--- src/rtl/apb_master.sv ---
// Single-outstanding APB initiator: converts a command handshake into APB
// SETUP/ACCESS transfers and returns a one-cycle response (read data or timeout).
module apb_master #(
    parameter int ADDR_W  = 8,
    parameter int DATA_W  = 32,
    parameter int TIMEOUT = 16
) (
    input  logic              clk,
    input  logic              reset_n,
    input  logic              cmd_valid,
    output logic              cmd_ready,
    input  logic              cmd_write,
    input  logic [ADDR_W-1:0] cmd_addr,
    input  logic [DATA_W-1:0] cmd_wdata,
    output logic              rsp_valid,
    output logic [DATA_W-1:0] rsp_rdata,
    output logic              rsp_timeout,
    output logic              apb_sel,
    output logic              apb_enable,
    output logic              apb_write,
    output logic [ADDR_W-1:0] apb_addr,
    output logic [DATA_W-1:0] apb_wdata,
    input  logic [DATA_W-1:0] apb_rdata,
    input  logic              apb_ready
);

    localparam int CNT_W = $clog2(TIMEOUT + 1);
    localparam logic [CNT_W-1:0] CNT_MAX = CNT_W'(TIMEOUT);

    typedef enum logic [1:0] {
        S_IDLE   = 2'd0,
        S_SETUP  = 2'd1,
        S_ACCESS = 2'd2
    } state_t;

    state_t            r_state,       w_state_nxt;
    logic [CNT_W-1:0]  r_wait_cnt,    w_wait_cnt_nxt;
    logic              r_cmd_ready,   w_cmd_ready_nxt;
    logic              r_rsp_valid,   w_rsp_valid_nxt;
    logic              r_rsp_timeout, w_rsp_timeout_nxt;
    logic [DATA_W-1:0] r_rsp_rdata,   w_rsp_rdata_nxt;
    logic              r_sel,         w_sel_nxt;
    logic              r_enable,      w_enable_nxt;
    logic              r_write,       w_write_nxt;
    logic [ADDR_W-1:0] r_addr,        w_addr_nxt;
    logic [DATA_W-1:0] r_wdata,       w_wdata_nxt;

    // State and registered-output flops.
    always_ff @(posedge clk or negedge reset_n) begin
        if (!reset_n) begin
            r_state       <= S_IDLE;
            r_wait_cnt    <= '0;
            r_cmd_ready   <= 1'b1;
            r_rsp_valid   <= 1'b0;
            r_rsp_timeout <= 1'b0;
            r_rsp_rdata   <= '0;
            r_sel         <= 1'b0;
            r_enable      <= 1'b0;
            r_write       <= 1'b0;
            r_addr        <= '0;
            r_wdata       <= '0;
        end else begin
            r_state       <= w_state_nxt;
            r_wait_cnt    <= w_wait_cnt_nxt;
            r_cmd_ready   <= w_cmd_ready_nxt;
            r_rsp_valid   <= w_rsp_valid_nxt;
            r_rsp_timeout <= w_rsp_timeout_nxt;
            r_rsp_rdata   <= w_rsp_rdata_nxt;
            r_sel         <= w_sel_nxt;
            r_enable      <= w_enable_nxt;
            r_write       <= w_write_nxt;
            r_addr        <= w_addr_nxt;
            r_wdata       <= w_wdata_nxt;
        end
    end

    // Next-state and next-output logic; response flags are single-cycle pulses.
    always_comb begin
        w_state_nxt       = r_state;
        w_wait_cnt_nxt    = r_wait_cnt;
        w_cmd_ready_nxt   = r_cmd_ready;
        w_rsp_valid_nxt   = 1'b0;
        w_rsp_timeout_nxt = 1'b0;
        w_rsp_rdata_nxt   = r_rsp_rdata;
        w_sel_nxt         = r_sel;
        w_enable_nxt      = r_enable;
        w_write_nxt       = r_write;
        w_addr_nxt        = r_addr;
        w_wdata_nxt       = r_wdata;

        case (r_state)
            S_IDLE: begin
                if (cmd_valid && r_cmd_ready) begin
                    w_state_nxt     = S_SETUP;
                    w_wait_cnt_nxt  = '0;
                    w_cmd_ready_nxt = 1'b0;
                    w_sel_nxt       = 1'b1;
                    w_enable_nxt    = 1'b0;
                    w_write_nxt     = cmd_write;
                    w_addr_nxt      = cmd_addr;
                    w_wdata_nxt     = cmd_wdata;
                end else begin
                    w_cmd_ready_nxt = 1'b1;
                end
            end
            S_SETUP: begin
                w_state_nxt  = S_ACCESS;
                w_sel_nxt    = 1'b1;
                w_enable_nxt = 1'b1;
            end
            S_ACCESS: begin
                // Slave ready takes priority over a timeout on the same edge.
                if (apb_ready) begin
                    if (!r_write) begin
                        w_rsp_rdata_nxt = apb_rdata;
                    end else begin
                        w_rsp_rdata_nxt = r_rsp_rdata;
                    end
                    w_state_nxt     = S_IDLE;
                    w_rsp_valid_nxt = 1'b1;
                    w_cmd_ready_nxt = 1'b1;
                    w_sel_nxt       = 1'b0;
                    w_enable_nxt    = 1'b0;
                end else if (r_wait_cnt == CNT_MAX) begin
                    w_state_nxt       = S_IDLE;
                    w_rsp_valid_nxt   = 1'b1;
                    w_rsp_timeout_nxt = 1'b1;
                    w_cmd_ready_nxt   = 1'b1;
                    w_sel_nxt         = 1'b0;
                    w_enable_nxt      = 1'b0;
                end else begin
                    w_wait_cnt_nxt = r_wait_cnt + {{(CNT_W-1){1'b0}}, 1'b1};
                end
            end
            default: begin
                w_state_nxt     = S_IDLE;
                w_cmd_ready_nxt = 1'b1;
                w_sel_nxt       = 1'b0;
                w_enable_nxt    = 1'b0;
            end
        endcase
    end

    assign cmd_ready   = r_cmd_ready;
    assign rsp_valid   = r_rsp_valid;
    assign rsp_timeout = r_rsp_timeout;
    assign rsp_rdata   = r_rsp_rdata;
    assign apb_sel     = r_sel;
    assign apb_enable  = r_enable;
    assign apb_write   = r_write;
    assign apb_addr    = r_addr;
    assign apb_wdata   = r_wdata;

endmodule
--- config.mk ---
export PLATFORM = sky130hd
export DESIGN_NAME = apb_master
export DESIGN_NICKNAME = d
export VERILOG_FILES = /design/src/rtl/apb_master.sv
export SDC_FILE = /design/constraint.sdc
export NUM_CORES = 1
export LEC_CHECK = 0
export CAP_MARGIN = 20
export CELL_PAD_IN_SITES_DETAIL_PLACEMENT = 1
export CELL_PAD_IN_SITES_GLOBAL_PLACEMENT = 2
export CORE_ASPECT_RATIO = 1.1
export CORE_MARGIN = 4
export CORE_UTILIZATION = 24
export CTS_CLUSTER_DIAMETER = 40
export DETAILED_ROUTE_END_ITERATION = 6
export PLACE_DENSITY = 0.86
export SLEW_MARGIN = 10
export SYNTH_ARGS = -nofsm -noshare
export SYNTH_HDL_FRONTEND = slang
export SYNTH_SLANG_ARGS = --single-unit
--- constraint.sdc ---
create_clock -name clk -period 2 [get_ports clk]
set_input_delay 0.3 -clock clk [delete_from_list [all_inputs] [get_ports clk]]
set_output_delay 0.3 -clock clk [all_outputs]
set_load 0.005 [all_outputs]
==> report_table.html <==
<table>
<tr><th>Metric</th><th>Value</th></tr>
<tr><th colspan="2">Status</th></tr>
<tr><td>Status</td><td>complete, no violations</td></tr>
<tr><th colspan="2">Global route</th></tr>
<tr><td>Number of global-route vias before repair</td><td>~3,100</td></tr>
<tr><td>Total global routing overflow</td><td>0</td></tr>
<tr><td>Pin count of the biggest net entering global routing</td><td>49</td></tr>
<tr><td>Wire length of the first global-routing pass</td><td>roughly 16 mm</td></tr>
<tr><td>Overall fraction of global-route tracks in use</td><td>~12%</td></tr>
<tr><td>Initial antenna violation count</td><td>0</td></tr>
<tr><th colspan="2">Clock network</th></tr>
<tr><td>TritonCTS clock tree</td><td>done</td></tr>
<tr><td>CTS H-Tree Depth</td><td>3</td></tr>
<tr><td>Total clock buffers created by CTS</td><td>9</td></tr>
<tr><td>Clock insertion delay at the later pin of the skew report</td><td>between 0.3 and 0.4 ns</td></tr>
<tr><td>Clock transition at path regs</td><td>0.06 ns</td></tr>
<tr><td>Root buffer cell</td><td>sky130_fd_sc_hd__clkbuf_16</td></tr>
<tr><td>Maximum clock path buffer count</td><td>2</td></tr>
<tr><td>Clock sink count</td><td>84</td></tr>
<tr><td>Setup bufs post-CTS</td><td>0</td></tr>
<tr><th colspan="2">Worst setup path</th></tr>
<tr><td>Critical path capture point type</td><td>output pin</td></tr>
<tr><td>Worst setup startpoint</td><td>r_state[1]</td></tr>
<tr><td>R2R Setup Slk</td><td>0.37 ns</td></tr>
<tr><td>Required time of the critical path</td><td>1.70 ns</td></tr>
<tr><td>Delay contributed by the slowest stage of the critical path</td><td>approximately 0.57 ns</td></tr>
<tr><td>Critical path data arrival time</td><td>1.45 ns</td></tr>
<tr><td>Number of cells on the worst reg-to-reg path</td><td>5</td></tr>
<tr><td>Critical register-to-register path startpoint</td><td>r_wait_cnt[0]</td></tr>
<tr><td>Kind of launch point of the worst setup path</td><td>flip-flop</td></tr>
<tr><td>Worst reg2reg endpoint</td><td>r_wait_cnt[3]</td></tr>
<tr><td>Slowest stage cell on the critical path</td><td>sky130_fd_sc_hd__clkdlybuf4s50_1</td></tr>
<tr><td>WS Path Type</td><td>flip-flop to output pin</td></tr>
<tr><td>Cells traversed along the worst timing path</td><td>clkdlybuf4s50_1</td></tr>
<tr><td>Crit path max-delay family</td><td>buffers and inverters</td></tr>
<tr><td>Largest fanout of any net on the critical path</td><td>11</td></tr>
<tr><td>Worst path buffer plus inverter count</td><td>1</td></tr>
<tr><th colspan="2">Floorplan</th></tr>
<tr><td>Ports</td><td>about 160</td></tr>
<tr><td>Overall die area</td><td>about 16,000 sq um</td></tr>
<tr><td>Core ar.</td><td>between 10,000 and 15,000 sq um</td></tr>
<tr><td>Initial Util</td><td>between 20% and 30%</td></tr>
<tr><td>Die X-Extent</td><td>between 100 and 150 um</td></tr>
<tr><td>Rows</td><td>44</td></tr>
<tr><td>Chip height</td><td>131 um</td></tr>
<tr><th colspan="2">STA</th></tr>
<tr><td>Fmax achieved</td><td>between 500 and 600 MHz</td></tr>
<tr><td>Final worst path period share</td><td>between 80 and 90%</td></tr>
<tr><td>Worst relative slew slack</td><td>68.2%</td></tr>
<tr><td>Setup repair after global routing missed its margin</td><td>no</td></tr>
<tr><td>Final-report hold violation count</td><td>0</td></tr>
<tr><td>Final period demand of the worst path</td><td>around 1.8 ns</td></tr>
<tr><td>Number of failing setup endpoints in the final timing report</td><td>0</td></tr>
<tr><td>Slew @ Worst Pin</td><td>around 0.48 ns</td></tr>
<tr><td>Clock skew after layout</td><td>0.00438 ns</td></tr>
<tr><td>Accumulated negative setup slack</td><td>0 ns</td></tr>
<tr><td>Max Transition Viols Final</td><td>0</td></tr>
<tr><th colspan="2">Logic synthesis</th></tr>
<tr><td>Cell count after synthesis</td><td>about 300</td></tr>
<tr><td>Most used DFF post-synth</td><td>sky130_fd_sc_hd__dfrtp_1</td></tr>
<tr><td>Fraction of registers with async set/reset</td><td>100%</td></tr>
<tr><td>Leading area contributor after synthesis</td><td>sky130_fd_sc_hd__dfrtp_1</td></tr>
<tr><td>Cells taking the most area after synthesis</td><td>sky130_fd_sc_hd__dfrtp_1, sky130_fd_sc_hd__nand2_1, sky130_fd_sc_hd__mux2_2, sky130_fd_sc_hd__buf_6, sky130_fd_sc_hd__buf_2</td></tr>
<tr><td>Mapped cell area</td><td>about 3300 sq um</td></tr>
<tr><td>Number of warnings reported in the yosys synthesis log</td><td>0</td></tr>
<tr><td>Number of distinct library cells after synthesis</td><td>31</td></tr>
<tr><td>Post-Synthesis Net Count</td><td>374</td></tr>
<tr><td>Mean instance size in the synthesized netlist</td><td>11.2 sq um</td></tr>
<tr><td>Cell with the most instances after synthesis</td><td>sky130_fd_sc_hd__nand2_1</td></tr>
<tr><td>Share of the synthesized area in the top cell type</td><td>62.6%</td></tr>
<tr><td>Yosys reg bits</td><td>84</td></tr>
<tr><td>Post-synth top cells</td><td>sky130_fd_sc_hd__nand2_1, sky130_fd_sc_hd__dfrtp_1, sky130_fd_sc_hd__mux2_2</td></tr>
<tr><td>Post-synthesis sequential area ratio</td><td>63.4%</td></tr>
<tr><td>Post-synth EDFFs</td><td>0</td></tr>
<tr><th colspan="2">Final layout</th></tr>
<tr><td>Area of all placed cells without fillers</td><td>5400 sq um</td></tr>
<tr><td>Multi-input gate area in the final layout</td><td>about 1100 sq um</td></tr>
<tr><td>Layout Area Growth over Synthesis</td><td>62.8%</td></tr>
<tr><td>Register area</td><td>around 2100 sq um</td></tr>
<tr><td>Final cell count without fillers</td><td>642</td></tr>
<tr><td>Fill cell count</td><td>around 1,500</td></tr>
<tr><td>Share of cells above drive strength 1</td><td>about an eighth</td></tr>
<tr><td>Antenna cell count</td><td>0</td></tr>
<tr><td>Layout Nets</td><td>534</td></tr>
<tr><td>Util after Layout</td><td>40.4%</td></tr>
<tr><th colspan="2">Drt</th></tr>
<tr><td>Antenna Violating Nets Remaining</td><td>0</td></tr>
<tr><td>Total Routed Length</td><td>around 9.6 mm</td></tr>
<tr><td>Count of unresolved DRC violations after routing</td><td>0</td></tr>
<tr><td>Average wire per cell in the routed design</td><td>around 15 um</td></tr>
<tr><td>Initial DRT Pass Iterations</td><td>2</td></tr>
<tr><td>Count of routing violations after the opening detailed-route iteration</td><td>46</td></tr>
<tr><td>Average vias per placed instance</td><td>approximately 4.3</td></tr>
<tr><td>Number of vias in the routed layout</td><td>around 2,700</td></tr>
<tr><th colspan="2">Hold path</th></tr>
<tr><td>Hold Crit Start</td><td>apb_addr[7]</td></tr>
<tr><td>Endpoint, Worst Hold</td><td>apb_addr[7]</td></tr>
<tr><td>WHS Path Cells</td><td>2</td></tr>
<tr><td>Worst hold path class</td><td>flip-flop to flip-flop</td></tr>
<tr><th colspan="2">Pwr</th></tr>
<tr><td>Max rail drop VDD</td><td>about 420 uV</td></tr>
<tr><td>Static leakage</td><td>0.00240 uW</td></tr>
<tr><td>Total Power Consumption</td><td>around 8000 uW</td></tr>
<tr><td>Total power per unit cell area</td><td>around 1500 nW/um^2</td></tr>
<tr><th colspan="2">Run</th></tr>
<tr><td>Maxcap violations</td><td>0</td></tr>
<tr><th colspan="2">Placement</th></tr>
<tr><td>Port buffer count</td><td>around 150</td></tr>
<tr><td>Post-detail-place hpwl</td><td>around 7.2 mm</td></tr>
<tr><td>Placed inst area</td><td>between 5000 and 6000 sq um</td></tr>
<tr><td>Placed Cells incl. Taps</td><td>627</td></tr>
<tr><td>Global placer's final weighted congestion</td><td>~0.71</td></tr>
</table>
## per-layer routing
metal  routed length (um)  global-route usage [%]  up-vias  share of wire [%]
met2                 4750                    21.8      104                 50
met1                 3950                    13.6     1343                 41
li1                     -                       -     1275                  -
met3                  677                    3.96       16                7.1
met4                  208                    5.47        0                2.2
met5                    0                       0        -                  0
## kinds of logic after synthesis
kind of cell | count (synthesis) | synth area share, %
fa+ha+maj | 2 | 0.754
simple gates | 145 | 18.7
compound gates | 11 | 2.26
mux | 35 | 11.8
buf+inv | 18 | 3.05
flops | 84 | 63.4
## flip-flops by register name (all words and copies together), names as in the netlist
register	cells
rsp_rdata	32
rsp_timeout	1
apb_write	1
rsp_valid	1
r_wait_cnt	5
apb_wdata	32
apb_sel	1
cmd_ready	1
r_state	2
apb_addr	8
## final cells by class
| type | instances | share of cell area (%) |
|---|---|---|
| Multi-Input combinational cell | 193 | 20.7 |
| Inverter | 5 | 0.347 |
| Clock buffer | 12 | 4.75 |
| Clock inverter | 2 | 0.649 |
| Tap cell | 184 | 4.26 |
| Timing Repair Buffer | 162 | 30.3 |
| Sequential cell | 84 | 38.9 |
## placed cells by master (no fill, tap or decap), types with 4 or more instances in the layout
cell type                         synthesis  routed
sky130_fd_sc_hd__clkbuf_16                0       9
sky130_fd_sc_hd__nand2_1                125     125
sky130_fd_sc_hd__nand3_1                  4       4
sky130_fd_sc_hd__clkdlybuf4s50_1          0     153
sky130_fd_sc_hd__inv_1                    4       4
sky130_fd_sc_hd__nor2_1                   5       5
sky130_fd_sc_hd__buf_4                    1       5
sky130_fd_sc_hd__dfrtp_1                 83      83
sky130_fd_sc_hd__mux2_2                  34      34
## worst max-delay path by stage
| stage | cells after the start | endpoint |
|---|---|---|
| after global placement | 4 | rsp_rdata[12] |
| after CTS | 1 | apb_enable |
| final | 1 | apb_enable |
| after detailed placement | 4 | rsp_rdata[19] |
| after floorplan | 5 | r_wait_cnt[3] |
| after global routing | 1 | apb_enable |
## power breakdown
part / total [uW] / switching (uW) / internal, uW
combinational: 3210 / 1180 / 2030
sequential: 2980 / 482 / 2500
clock: 1650 / 632 / 1020
total: 7840 / 2290 / 5550
## metrics by stage
step | worst slack (ns) | hold WS [ns]
after global placement | 0.142 | 0.296
after detailed placement | 0.0906 | 0.302
after floorplan | 0.499 | 0.00441
final | 0.248 | 0.471
after global routing | 0.169 | 0.494
after CTS | 0.212 | 0.475
## repair_timing
action,in CTS,in global routing
gates resized for setup,0,0
hold endpoints to repair,47,0
hold buffers,1,0
(Power assumes the default switching activity.)
